<file path="src/rtl/status_register_if.sv">
// Signal bundle between the cpu6502 datapath/control and the processor status register.
// The controller side (master) drives loads, bus value and push controls; the register (slave) returns P.
interface status_register_if;
  logic [7:0] i_db;
  logic       i_db_p;
  logic       i_db0_c;
  logic       i_db1_z;
  logic       i_db2_i;
  logic       i_db3_d;
  logic       i_db6_v;
  logic       i_db7_n;
  logic       i_dbz_z;
  logic       i_acr;
  logic       i_acr_c;
  logic       i_avr;
  logic       i_avr_v;
  logic       i_ir5;
  logic       i_ir5_c;
  logic       i_ir5_i;
  logic       i_ir5_d;
  logic       i_0_v;
  logic       i_1_i;
  logic       i_so_n;
  logic       i_p_db;
  logic       i_brk;
  logic [7:0] o_p;
  logic [7:0] o_db;

  modport master (
    output i_db, i_db_p, i_db0_c, i_db1_z, i_db2_i, i_db3_d, i_db6_v, i_db7_n,
           i_dbz_z, i_acr, i_acr_c, i_avr, i_avr_v, i_ir5, i_ir5_c, i_ir5_i,
           i_ir5_d, i_0_v, i_1_i, i_so_n, i_p_db, i_brk,
    input  o_p, o_db
  );

  modport slave (
    input  i_db, i_db_p, i_db0_c, i_db1_z, i_db2_i, i_db3_d, i_db6_v, i_db7_n,
           i_dbz_z, i_acr, i_acr_c, i_avr, i_avr_v, i_ir5, i_ir5_c, i_ir5_i,
           i_ir5_d, i_0_v, i_1_i, i_so_n, i_p_db, i_brk,
    output o_p, o_db
  );
endinterface

</file>
<file path="src/rtl/status_register.sv">
// 6502 processor status register: six flag flops updated on the falling edge of phi2,
// plus a synchronised falling-edge detector for the external SO pin.
module status_register (
  input  logic               i_clk,
  input  logic               i_reset_n,
  status_register_if.slave   bus
);
  logic flag_n, flag_v, flag_d, flag_i, flag_z, flag_c;
  logic next_n, next_v, next_d, next_i, next_z, next_c;
  logic so_sync1, so_sync2, so_hist;
  logic so_event;
  logic ld_c, ld_z, ld_i, ld_d, ld_v, ld_n;

  // PLP/RTI is just every DB-bit load at once.
  assign ld_c = bus.i_db0_c | bus.i_db_p;
  assign ld_z = bus.i_db1_z | bus.i_db_p;
  assign ld_i = bus.i_db2_i | bus.i_db_p;
  assign ld_d = bus.i_db3_d | bus.i_db_p;
  assign ld_v = bus.i_db6_v | bus.i_db_p;
  assign ld_n = bus.i_db7_n | bus.i_db_p;

  assign so_event = so_hist & ~so_sync2;

  always_comb begin
    next_c = flag_c;
    next_z = flag_z;
    next_i = flag_i;
    next_d = flag_d;
    next_v = flag_v;
    next_n = flag_n;

    if (bus.i_ir5_c)      next_c = bus.i_ir5;
    else if (bus.i_acr_c) next_c = bus.i_acr;
    else if (ld_c)        next_c = bus.i_db[0];

    if (ld_z)             next_z = bus.i_db[1];
    else if (bus.i_dbz_z) next_z = (bus.i_db == 8'h00);

    if (bus.i_1_i)        next_i = 1'b1;
    else if (bus.i_ir5_i) next_i = bus.i_ir5;
    else if (ld_i)        next_i = bus.i_db[2];

    if (bus.i_ir5_d)      next_d = bus.i_ir5;
    else if (ld_d)        next_d = bus.i_db[3];

    // An SO event losing to an explicit V write is dropped, since the history flop moves on regardless.
    if (bus.i_0_v)        next_v = 1'b0;
    else if (bus.i_avr_v) next_v = bus.i_avr;
    else if (ld_v)        next_v = bus.i_db[6];
    else if (so_event)    next_v = 1'b1;

    if (ld_n)             next_n = bus.i_db[7];
  end

  always_ff @(negedge i_clk or negedge i_reset_n) begin
    if (!i_reset_n) begin
      flag_n   <= 1'b0;
      flag_v   <= 1'b0;
      flag_d   <= 1'b0;
      flag_i   <= 1'b1;
      flag_z   <= 1'b0;
      flag_c   <= 1'b0;
      so_sync1 <= 1'b1;
      so_sync2 <= 1'b1;
      so_hist  <= 1'b1;
    end else begin
      flag_n   <= next_n;
      flag_v   <= next_v;
      flag_d   <= next_d;
      flag_i   <= next_i;
      flag_z   <= next_z;
      flag_c   <= next_c;
      so_sync1 <= bus.i_so_n;
      so_sync2 <= so_sync1;
      so_hist  <= so_sync2;
    end
  end

  assign bus.o_p  = {flag_n, flag_v, 2'b11, flag_d, flag_i, flag_z, flag_c};
  assign bus.o_db = bus.i_p_db ? {flag_n, flag_v, 1'b1, bus.i_brk, flag_d, flag_i, flag_z, flag_c}
                               : 8'hFF;
endmodule

</file>
<file path="src/flat_wrapper.sv">
// flat-port wrapper written by rule: the top's interface ports become plain ports
module status_register_flat 
  (i_clk, i_reset_n, bus_i_db, bus_i_db_p, bus_i_db0_c, bus_i_db1_z, bus_i_db2_i, bus_i_db3_d, bus_i_db6_v, bus_i_db7_n, bus_i_dbz_z, bus_i_acr, bus_i_acr_c, bus_i_avr, bus_i_avr_v, bus_i_ir5, bus_i_ir5_c, bus_i_ir5_i, bus_i_ir5_d, bus_i_0_v, bus_i_1_i, bus_i_so_n, bus_i_p_db, bus_i_brk, bus_o_p, bus_o_db);
  status_register_if bus_i ();
  input  logic i_clk;
  input  logic i_reset_n;
  input wire logic [$bits(bus_i.i_db)-1:0] bus_i_db;
  input wire logic [$bits(bus_i.i_db_p)-1:0] bus_i_db_p;
  input wire logic [$bits(bus_i.i_db0_c)-1:0] bus_i_db0_c;
  input wire logic [$bits(bus_i.i_db1_z)-1:0] bus_i_db1_z;
  input wire logic [$bits(bus_i.i_db2_i)-1:0] bus_i_db2_i;
  input wire logic [$bits(bus_i.i_db3_d)-1:0] bus_i_db3_d;
  input wire logic [$bits(bus_i.i_db6_v)-1:0] bus_i_db6_v;
  input wire logic [$bits(bus_i.i_db7_n)-1:0] bus_i_db7_n;
  input wire logic [$bits(bus_i.i_dbz_z)-1:0] bus_i_dbz_z;
  input wire logic [$bits(bus_i.i_acr)-1:0] bus_i_acr;
  input wire logic [$bits(bus_i.i_acr_c)-1:0] bus_i_acr_c;
  input wire logic [$bits(bus_i.i_avr)-1:0] bus_i_avr;
  input wire logic [$bits(bus_i.i_avr_v)-1:0] bus_i_avr_v;
  input wire logic [$bits(bus_i.i_ir5)-1:0] bus_i_ir5;
  input wire logic [$bits(bus_i.i_ir5_c)-1:0] bus_i_ir5_c;
  input wire logic [$bits(bus_i.i_ir5_i)-1:0] bus_i_ir5_i;
  input wire logic [$bits(bus_i.i_ir5_d)-1:0] bus_i_ir5_d;
  input wire logic [$bits(bus_i.i_0_v)-1:0] bus_i_0_v;
  input wire logic [$bits(bus_i.i_1_i)-1:0] bus_i_1_i;
  input wire logic [$bits(bus_i.i_so_n)-1:0] bus_i_so_n;
  input wire logic [$bits(bus_i.i_p_db)-1:0] bus_i_p_db;
  input wire logic [$bits(bus_i.i_brk)-1:0] bus_i_brk;
  output wire logic [$bits(bus_i.o_p)-1:0] bus_o_p;
  output wire logic [$bits(bus_i.o_db)-1:0] bus_o_db;
  assign bus_i.i_db = bus_i_db;
  assign bus_i.i_db_p = bus_i_db_p;
  assign bus_i.i_db0_c = bus_i_db0_c;
  assign bus_i.i_db1_z = bus_i_db1_z;
  assign bus_i.i_db2_i = bus_i_db2_i;
  assign bus_i.i_db3_d = bus_i_db3_d;
  assign bus_i.i_db6_v = bus_i_db6_v;
  assign bus_i.i_db7_n = bus_i_db7_n;
  assign bus_i.i_dbz_z = bus_i_dbz_z;
  assign bus_i.i_acr = bus_i_acr;
  assign bus_i.i_acr_c = bus_i_acr_c;
  assign bus_i.i_avr = bus_i_avr;
  assign bus_i.i_avr_v = bus_i_avr_v;
  assign bus_i.i_ir5 = bus_i_ir5;
  assign bus_i.i_ir5_c = bus_i_ir5_c;
  assign bus_i.i_ir5_i = bus_i_ir5_i;
  assign bus_i.i_ir5_d = bus_i_ir5_d;
  assign bus_i.i_0_v = bus_i_0_v;
  assign bus_i.i_1_i = bus_i_1_i;
  assign bus_i.i_so_n = bus_i_so_n;
  assign bus_i.i_p_db = bus_i_p_db;
  assign bus_i.i_brk = bus_i_brk;
  assign bus_o_p = bus_i.o_p;
  assign bus_o_db = bus_i.o_db;
  status_register u_core (.i_clk(i_clk), .i_reset_n(i_reset_n), .bus(bus_i));
endmodule
</file>
<file path="config.mk">
export PLATFORM = sky130hd
export DESIGN_NAME = status_register_flat
export DESIGN_NICKNAME = d
export VERILOG_FILES = /design/src/rtl/status_register_if.sv /design/src/rtl/status_register.sv /design/src/flat_wrapper.sv
export SDC_FILE = /design/constraint.sdc
export NUM_CORES = 1
export LEC_CHECK = 0
export BUFFER_PORTS_ARGS = -buffer_cell sky130_fd_sc_hd__buf_4
export CAP_MARGIN = 20
export CELL_PAD_IN_SITES_DETAIL_PLACEMENT = 2
export CELL_PAD_IN_SITES_GLOBAL_PLACEMENT = 2
export CORE_ASPECT_RATIO = 1.25
export CORE_MARGIN = 2
export CORE_UTILIZATION = 16
export CTS_CLUSTER_DIAMETER = 100
export DETAILED_ROUTE_END_ITERATION = 12
export GPL_TIMING_DRIVEN = 0
export PLACE_DENSITY_LB_ADDON = 0.1
export SLEW_MARGIN = 0
export SYNTH_ARGS = -nofsm -noshare
export SYNTH_HDL_FRONTEND = slang
export SYNTH_SLANG_ARGS = --single-unit
</file>
<file path="constraint.sdc">
create_clock -name i_clk -period 1 [get_ports i_clk]
set_input_delay 0.05 -clock i_clk [delete_from_list [all_inputs] [get_ports i_clk]]
set_output_delay 0.05 -clock i_clk [all_outputs]
set_load 0.005 [all_outputs]
</file>
Word-level counts from Yosys, hierarchy flattened:

Cells that the tools add are included.

* add/subtract/negate cells: 0
* $mul: 0
* div/mod/pow operators: 0
* $lt $le $gt $ge: 0
* equality and inequality tests: 0
* shift-type cells: 0
* muxes and demuxes: 15
* bitwise gates (word level): 8
* reductions and logical operators: 6

Operators by type and width (count)
* 1-bit 2-to-1 mux: 14
* 8-bit logical NOT: 1
* 8-bit 2-to-1 mux: 1
* 1-bit OR: 6
* 3-bit nonzero test: 2
* 2-bit nonzero test: 2
* 4-bit nonzero test: 1
* 1-bit bitwise AND: 1
* 1-bit inverter: 1

* flip-flop bits (word level): 9
* latch bits: 0
* memory bits (writable): 0
* bits in read-only memories: 0
* input port bits: 31
* output and inout bits: 16
* logic and storage cells: 38
* memories kept: 0

Depth between registers and ports, before layout:

Gate-level depths: netlist of run 1.

* depth in word-level cells: 6
* mapped depth: 4
* depth with buffers taken out: 3

==> metrics, run 1 <==
CTS tree=yes; Int Pwr=0.00109 W; GP Congestion=0.641; Post-Syn Area=544 sq um; clock share of power=45.8%; dominant cell type by area after synthesis=dfrtn_1; Post-Syn Area per Cell=9.38 sq um; n_diodes=0; combinational power share=24.6%; Net count, final=146; post-synthesis sequential area ratio=42.3%; area fraction in compound gates after synthesis=11.0%; Yosys warnings=0; FF+latch count, synth=9; GRT overflow=0; ratio of cells with drive above 1 in the final layout=64.0%; reg-to-reg slack, setup=-0.17 ns; cell leakage power=0.542 nW; ys flop type=dfrtn_1; Area contributors post-synth=dfrtn_1 (23%), dfstp_2 (19%), buf_4 (12%), nand2b_1 (9.2%), mux2i_1 (3.7%); Yosys cell types=24; Startpoint Class=flop; Post-Synth Adder-Cell Area=0%; H-tree depth=1; dpl hpwl=1510 microns; Site Rows=23; asr flop ratio synth=100%; 1st-pass router iterations=4; met2 usage=19.1%; critical path required time=0.95 ns; fin util=34.8%; # port buffers=42; RSZ-0062 raised after global routing=yes; power share of the sequential group=29.6%; Final Power=0.00142 W; skew final=0.0496 ns; I/O pins=47; worst skew pair latency=0.30 ns; initial antenna violation count=0; grt peak-use layer=met2; CP Max Fanout=3; Synth top area share=23.0%; starting density of the core=16.9%; Post-synth EDFFs=0; setup TNS=-5.67 ns; Final setup viols=15; final worst slack=-0.590 ns; routed len/inst=11.9 microns; 1st-iter DRT viols=6; CTS Buffer Depth=2; Switching Fraction=23.3%; Worst Path Arrival=1.54 ns; WS Path Type=reg -> out; most frequent cells in the layout=buf_4 (43), buf_6 (12), nand2b_1 (8); failing checks=negative setup slack; CTS Sinks=9; Critical Path End Type=output port; MaxCap Viol Count=0; first-pass GRT wire length=3040 microns; GRT Util Overall=10.0%; Layout Area Growth over Synthesis=106%; Hold Vio Cnt, Final=0; Post-Synth Simple-Gate Area=23.7%; GR met3 Demand/Resource=2.99%; via density per instance=4.01; Peak VDD IR=0.000542 V; Worst Hold Class=reg -> reg; CTS root buf=clkbuf_8; vias in the first global route=658; multiplexer area fraction after synthesis=5.75%; DIE WIDTH=56.2 microns; status=finished, violations left; pwr dens=1270 nW/um^2; drc violations=0; core area=3220 sq um; DRT antenna net count=0; Die Y=69.2 microns; max-slew violation count=0; switching power=0.000331 W; via count=605; clock buffer count from CTS=3; die area=3890 sq um; most common cell after layout, fill and taps aside=buf_4; WL final=1790 microns; met1 Use GR=10.2%; cells after synthesis=58; clk slew on worst S/H paths=0.04 ns; largest family of logic cells by synthesized area=simple AND/OR/NAND/NOR gates; Synth Area in XOR/XNOR=0%; largest net degree at the start of global routing=10
## metrics by stage
step | cells | cell area (sq um) | hold WS (ns) | setup slack [ns]
floorplan | 60 | 559 | 0.146 | -0.323
global placement | 139 | 921 | 0.273 | -0.420
detailed placement | 139 | 921 | 0.274 | -0.414
CTS | 150 | 1080 | 0.347 | -0.602
global route | 151 | 1120 | 0.348 | -0.629
finish | 151 | 1120 | 0.348 | -0.590
## worst paths after layout
path,start,endpoint,depth (start not counted)
setup / recovery,u_core.flag_i$_DFFE_NN1P_,bus_o_db[2],2
hold reg to reg,u_core.so_sync1$_DFF_NN1_,u_core.so_sync2$_DFF_NN1_,0
max in group asynchronous,i_reset_n,u_core.so_sync1$_DFF_NN1_,2
min in group asynchronous,i_reset_n,u_core.flag_d$_DFFE_NN0P_,2
hold / removal,u_core.so_sync1$_DFF_NN1_,u_core.so_sync2$_DFF_NN1_,0
setup reg to reg,u_core.flag_c$_DFFE_NN0P_,u_core.flag_c$_DFFE_NN0P_,4
## routing by layer
layer,vias up,wire length (microns)
li1,296,-
met1,286,574
met2,21,1070
met3,2,132
met4,0,10
met5,-,0
## area by class of cell
class                           count  area (sq um)
Tap cell                           37          46.3
Fill cell                         377          2100
Inverter                            2          7.51
Clock buffer                        4          66.3
Buffer                             10           103
Clock inverter                      4          15.0
Sequential cell                     9           230
Multi-Input combinational cell     38           269
Timing Repair Buffer               47           385
## synthesized netlist by cell type, types with 2 or more instances
cell type / count
nand3_1: 2
nor2_1: 4
nand2_1: 3
buf_4: 9
o31ai_1: 2
a211oi_1: 2
inv_1: 3
dfstp_2: 4
dfrtn_1: 5
o21ai_0: 2
mux2i_1: 2
nand2b_1: 8
## power groups by stage
stage | Sequential [W] | Clock [W] | Combinational, W
after detailed placement | 0.000422 | 0.0000311 | 0.000293
after CTS | 0.000420 | 0.000670 | 0.000337
after global placement | 0.000421 | 0.0000311 | 0.000288
final | 0.000420 | 0.000650 | 0.000350
after global routing | 0.000425 | 0.000711 | 0.000383
after floorplan | 0.000417 | 0.0000311 | 0.000112
## kinds of logic (layout without fill, tap and decap cells)
logic type,after synthesis,count (layout)
and+or+nand+nor,23,23
AOI/OAI and AO/OA,9,9
muxes,3,3
DFF,9,9
buffers and inverters,13,67
other,1,3
## sequential cells by signal (all words and copies together), names as in the netlist
name and flops:
u_core.flag_c 1, u_core.flag_d 1, u_core.flag_i 1, u_core.flag_n 1, u_core.flag_v 1, u_core.flag_z 1
u_core.so_hist 1, u_core.so_sync1 1, u_core.so_sync2 1
## critical path, stage by stage (launching register included)
cell and delay (ns):
dfstp_2 0.54, nand2b_1 0.10, buf_4 0.10
## repair_timing
| action | 4_1_cts | 5_1_grt |
|---|---|---|
| setup endpoints to repair | 15 | 18 |
| gates resized for setup | 14 | 8 |
| buffers inserted | 3 | 1 |
| hold buffers | 1 | 0 |
| pin swaps | 5 | 6 |
| endpoints found under the hold margin | 2 | 0 |
Note: power is estimated with default switching activity, not from simulation.
==> run 2, diff against run 1 <==
- ABC_AREA: unset -> 1
==> metrics, run 2 <==
GP Congestion=0.678 (+5.8%); asr flop ratio synth=100% (unchanged); most common cell after layout, fill and taps aside=buf_4; first-pass GRT wire length=3470 microns (+14%); Worst Hold Class=reg -> reg; Post-Place Cells=173 (+24%); vias in the first global route=788 (+20%); cell leakage power=0.653 nW (+20%); Critical Path End Type=output port; 1st-iter DRT viols=11 (+5); fin util=31.8% (-3.1 points); Hold WS=0.346 ns (-0.00183 ns); DRT antenna net count=0 (unchanged); CTS root buf=clkbuf_8; # fillers=426 (+13%); skew final=0.0532 ns (+0.00364 ns); GRT Util Overall=10.9% (+0.87 points); CP Max Fanout=2 (-1); MaxCap Viol Count=0 (unchanged); 1st-pass router iterations=2 (-2); WL final=2170 microns (+21%); Die Y=73.1 microns (+5.7%); Startpoint Class=flop; CTS tree=yes; ratio of cells with drive above 1 in the final layout=53.4% (-11 points); clk slew on worst S/H paths=0.05 ns (about the same); largest net degree at the start of global routing=10 (unchanged); FF+latch count, synth=9 (unchanged); clock buffer count from CTS=3 (unchanged); most frequent cell after synthesis=nand2_1; cells after synthesis=89 (+53%); routed len/inst=11.6 microns (-2.5%); multiplexer area fraction after synthesis=0% (-5.7 points); Worst Path Arrival=1.52 ns (-0.02 ns); H-tree depth=1 (unchanged); GRT overflow=0 (unchanged); starting density of the core=16.4% (-0.45 points); Layout Cells excl Fill=188 (+25%); Post-Syn Area=612 sq um (+12%); Synth Area in XOR/XNOR=0% (unchanged); Post-Synth Simple-Gate Area=29.7% (+6.0 points); Final setup viols=13 (-2); FF+latch area=230 sq um (unchanged); initial antenna violation count=0 (unchanged); critical path required time=0.95 ns (about the same); via density per instance=3.95 (-1.5%); failing checks=negative setup slack; Post-Syn Area per Cell=6.87 sq um (-27%); Yosys warnings=0 (unchanged); area fraction in compound gates after synthesis=9.00% (-2.0 points); multi-input logic area=277 sq um (+2.8%); core area=3720 sq um (+15%); CTS Sinks=9 (unchanged); dominant cell type by area after synthesis=dfrtn_1; Peak VDD IR=0.000260 V (-52%); Net count, final=180 (+23%); # port buffers=42 (unchanged); via count=742 (+23%); n_diodes=0 (unchanged); die area=4340 sq um (+12%); drc violations=0 (unchanged); max-slew violation count=0 (unchanged); Hold Vio Cnt, Final=0 (unchanged); Post-synth top cells=nand2_1 (25), inv_1 (15), nor2_1 (13); Site Rows=25 (+8.7%); Layout Area Growth over Synthesis=93.3%; ys flop type=dfrtn_1; Area contributors post-synth=dfrtn_1 (20%), dfstp_2 (17%), nand2_1 (15%), buf_4 (11%), inv_1 (9.2%); worst skew pair latency=0.31 ns (about the same); Yosys cell types=17 (-29%); DIE WIDTH=59.3 microns (+5.6%); final worst slack=-0.574 ns (+0.0167 ns); Synth top area share=20.4% (-2.5 points); Post-synth EDFFs=0 (unchanged); WS Path Type=reg -> out; CTS Buffer Depth=2 (unchanged); RSZ-0062 raised after global routing=yes; pwr dens=1120 nW/um^2 (-12%); Post-Synth Adder-Cell Area=0% (unchanged); status=finished, violations left; I/O pins=47 (unchanged); dpl hpwl=1850 microns (+22%); largest family of logic cells by synthesized area=simple AND/OR/NAND/NOR gates; post-synthesis sequential area ratio=37.6% (-4.7 points); most frequent cells in the layout=buf_4 (47), nand2_1 (22), inv_1 (15)
==> run 2: power by group <==
| part | total, W | leakage [nW] | switching (W) | internal, W |
|---|---|---|---|---|
| combinational | 0.000394 | 0.507 | 0.000147 | 0.000248 |
| sequential | 0.000423 | 0.102 | 0.0000216 | 0.000402 |
| clock | 0.000505 | 0.0441 | 0.000203 | 0.000301 |
==> run 2: layout make-up <==
| class | instances | area share (%) |
|---|---|---|
| Clock inverter | 4 | 1.27 |
| Buffer | 10 | 8.36 |
| Inverter | 15 | 4.97 |
| Timing Repair Buffer | 50 | 34.5 |
| Multi-Input combinational cell | 56 | 23.4 |
| Tap cell | 40 | 4.23 |
| Clock buffer | 4 | 3.81 |
| Sequential cell | 9 | 19.5 |
==> run 2: path summary, 6_finish.rpt <==
kind                                      startpoint                        end  slack, ns  cells after the start
max                        u_core.flag_i$_DFFE_NN1P_                 bus_o_p[2]      -0.57                      2
min                        u_core.so_sync2$_DFF_NN1_   u_core.so_hist$_DFF_NN1_       0.35                      0
max reg2reg                u_core.flag_i$_DFFE_NN1P_  u_core.flag_i$_DFFE_NN1P_      -0.01                      5
min reg2reg                u_core.so_sync2$_DFF_NN1_   u_core.so_hist$_DFF_NN1_       0.35                      0
max in group asynchronous                  i_reset_n  u_core.so_sync2$_DFF_NN1_       0.15                      2
min in group asynchronous                  i_reset_n  u_core.flag_v$_DFFE_NN0P_       0.55                      2
==> run 2: what timing repair did <==
action,CTS,global route
endpoints found under the setup margin,12,14
hold buffers,1,0
setup buffers,3,4
gates resized for setup,9,9
pin swaps,1,1
hold endpoints to repair,2,0
==> run 2: cells by family (layout without fill, tap and decap cells) <==
kind of cell    Yosys count  count (layout)
flops                     9               9
buf+inv                  26              83
simple gates             43              43
compound gates           10              10
other cells               1               3
==> run 2: stage by stage <==
stage,power (W),worst slack (ns),setup TNS [ns],cell area [sq um]
after floorplan,0.000589,-0.152,-0.991,646
after global placement,0.000778,-0.275,-2.68,1010
after detailed placement,0.000790,-0.284,-2.95,1010
after CTS,0.00131,-0.585,-5.68,1130
after global routing,0.00142,-0.603,-6.18,1180
final,0.00132,-0.574,-5.56,1180
==> run 2: worst max-delay path: stages, from the launching register on <==
cell,delay (ns)
dfstp_2,0.53
buf_4,0.10
buf_4,0.09
==> run 2: per-layer routing <==
layer	vias to the layer above	wire [microns]	global-route usage, %
li1	371	-	-
met4	0	58	6.82
met5	-	0	0
met2	26	1190	18.4
met3	5	85	1.06
met1	340	834	12.9
==> run 3, diff against run 2 <==
- CTS_BUF_LIST: unset -> sky130_fd_sc_hd__clkbuf_8 sky130_fd_sc_hd__clkbuf_16
==> metrics, run 3 (synthesis gave the netlist of run 2 again) <==
r2r worst-path depth=5 (unchanged); DRT antenna net count=0 (unchanged); Hold Vio Cnt, Final=0 (unchanged); Layout Cells excl Fill=188 (unchanged); GRT Util Overall=10.9% (unchanged); MaxCap Viol Count=0 (unchanged); GP Congestion=0.678 (unchanged); Startpoint Class=flop; most frequent cells in the layout=buf_4 (47), nand2_1 (22), inv_1 (16); CTS Buffer Depth=2 (unchanged); I/O pins=47 (unchanged); Worst Path Arrival=1.52 ns (about the same); n_diodes=0 (unchanged); CTS root buf=clkbuf_8; WL final=2170 microns (about the same); critical path required time=0.95 ns (about the same); starting density of the core=16.4% (unchanged); cell leakage power=0.657 nW (+0.64%); CP max stage delay=0.53 ns (about the same); CTS tree=yes; via density per instance=3.95 (unchanged); pwr dens=1110 nW/um^2 (-0.72%); Final setup viols=13 (unchanged); ratio of cells with drive above 1 in the final layout=53.4% (unchanged); slowest CP cell=dfstp_2; core area=3720 sq um (unchanged); Peak VDD IR=0.000260 V (about the same); GRT overflow=0 (unchanged); Worst Hold End=u_core.so_hist$_DFF_NN1_; worst skew pair latency=0.31 ns (about the same); Cell Chain, Critical Path=buf_4, buf_4; clk slew on worst S/H paths=0.05 ns (about the same); via count=742 (unchanged); DIE WIDTH=59.3 microns (unchanged); Worst Hold Class=reg -> reg; routed len/inst=11.6 microns (about the same); largest net degree at the start of global routing=10 (unchanged); Critical Path End Type=output port; initial antenna violation count=0 (unchanged); 1st-iter DRT viols=11 (unchanged); max-slew violation count=0 (unchanged); Layout Area Growth over Synthesis=93.3% (unchanged); failing checks=negative setup slack; final worst slack=-0.574 ns (-0.000470 ns); first-pass GRT wire length=3470 microns (unchanged); status=finished, violations left; RSZ-0062 raised after global routing=yes; drc violations=0 (unchanged); WS Path Type=reg -> out; clock buffer count from CTS=3 (unchanged); Net count, final=180 (unchanged); Hold Startpoint=u_core.so_sync2$_DFF_NN1_; most common cell after layout, fill and taps aside=buf_4; Site Rows=25 (unchanged); Final Power=0.00131 W (-0.72%); 1st-pass router iterations=2 (unchanged); # port buffers=42 (unchanged); CP Max Fanout=2 (unchanged); dpl hpwl=1850 microns (unchanged); reg-to-reg slack, setup=-0.01 ns (about the same); die area=4340 sq um (unchanged); CTS Sinks=9 (unchanged); most used cell, CP=buf_4; vias in the first global route=788 (unchanged); hold path cells=0 (unchanged); pre-CTS setup slack=-0.284 ns (unchanged); CP startpoint=u_core.flag_i$_DFFE_NN1P_; skew final=0.0529 ns (-0.000338 ns); RR Startpoint=u_core.flag_i$_DFFE_NN1P_; FF-to-FF End=u_core.flag_i$_DFFE_NN1P_; Die Y=73.1 microns (unchanged); Post-Place Cells=173 (unchanged); H-tree depth=1 (unchanged)
==> run 3: changes by cell type in the layout (fill, tap and decap cells not counted) <==
cell      previous run  this run
inv_1               15        16
clkbuf_1             1         0
==> run 3: repair_timing <==
item / CTS / global route
resized for setup: 9 / 9
setup buffers: 3 / 4
hold buffers: 1 / 0
cloned: 0 / 0
endpoints found under the hold margin: 2 / 0
pin swaps: 1 / 1
endpoints found under the setup margin: 12 / 14
==> run 3: power by group <==
part           internal [W]  switching, W  leakage (nW)  total, W
clock              0.000291      0.000204        0.0482  0.000495
sequential         0.000402     0.0000216         0.102  0.000423
combinational      0.000248      0.000147         0.507  0.000394
total              0.000940      0.000373         0.657   0.00131
==> run 3: cell type report <==
type | instances | area [sq um]
fill | 426 | 2540
clock inverter | 5 | 18.8
inverter | 15 | 58.8
buffer | 10 | 98.8
timing repair buffer | 50 | 408
clock buffer | 3 | 41.3
sequential | 9 | 230
tap | 40 | 50.0
multi-input combinational | 56 | 277
==> run 3: critical path, delay by kind of cell, from the launching register on <==
kind                   cells  cell delay, ns
flip-flops                 1            0.53
buffers and inverters      2            0.19
==> run 3: worst max path at each step <==
stage / end / slack [ns] / depth (start not counted)
after floorplan: bus_o_db[2] / -0.15 / 2
after detailed placement: bus_o_db[2] / -0.28 / 3
final: bus_o_p[2] / -0.57 / 2
after CTS: bus_o_p[2] / -0.59 / 2
after global placement: bus_o_db[2] / -0.28 / 3
after global routing: bus_o_p[2] / -0.60 / 2
==> run 3: per-layer routing <==
metal,track usage (%),up-vias,part of all wire (%)
met4,6.82,0,2.7
met3,1.06,5,3.9
li1,-,371,-
met1,12.9,340,38
met5,0,-,0
met2,18.4,26,55
==> run 3: through the flow <==
step           util [%]  area (sq um)  TNS (ns)  hold slack, ns
2_1_floorplan         -           646    -0.991           0.145
3_3_place_gp       27.2          1010     -2.68           0.276
3_5_place_dp       27.2          1010     -2.95           0.274
4_1_cts            30.3          1130     -5.68           0.351
5_1_grt            31.8          1180     -6.18           0.345
6_report           31.8          1180     -5.56           0.346
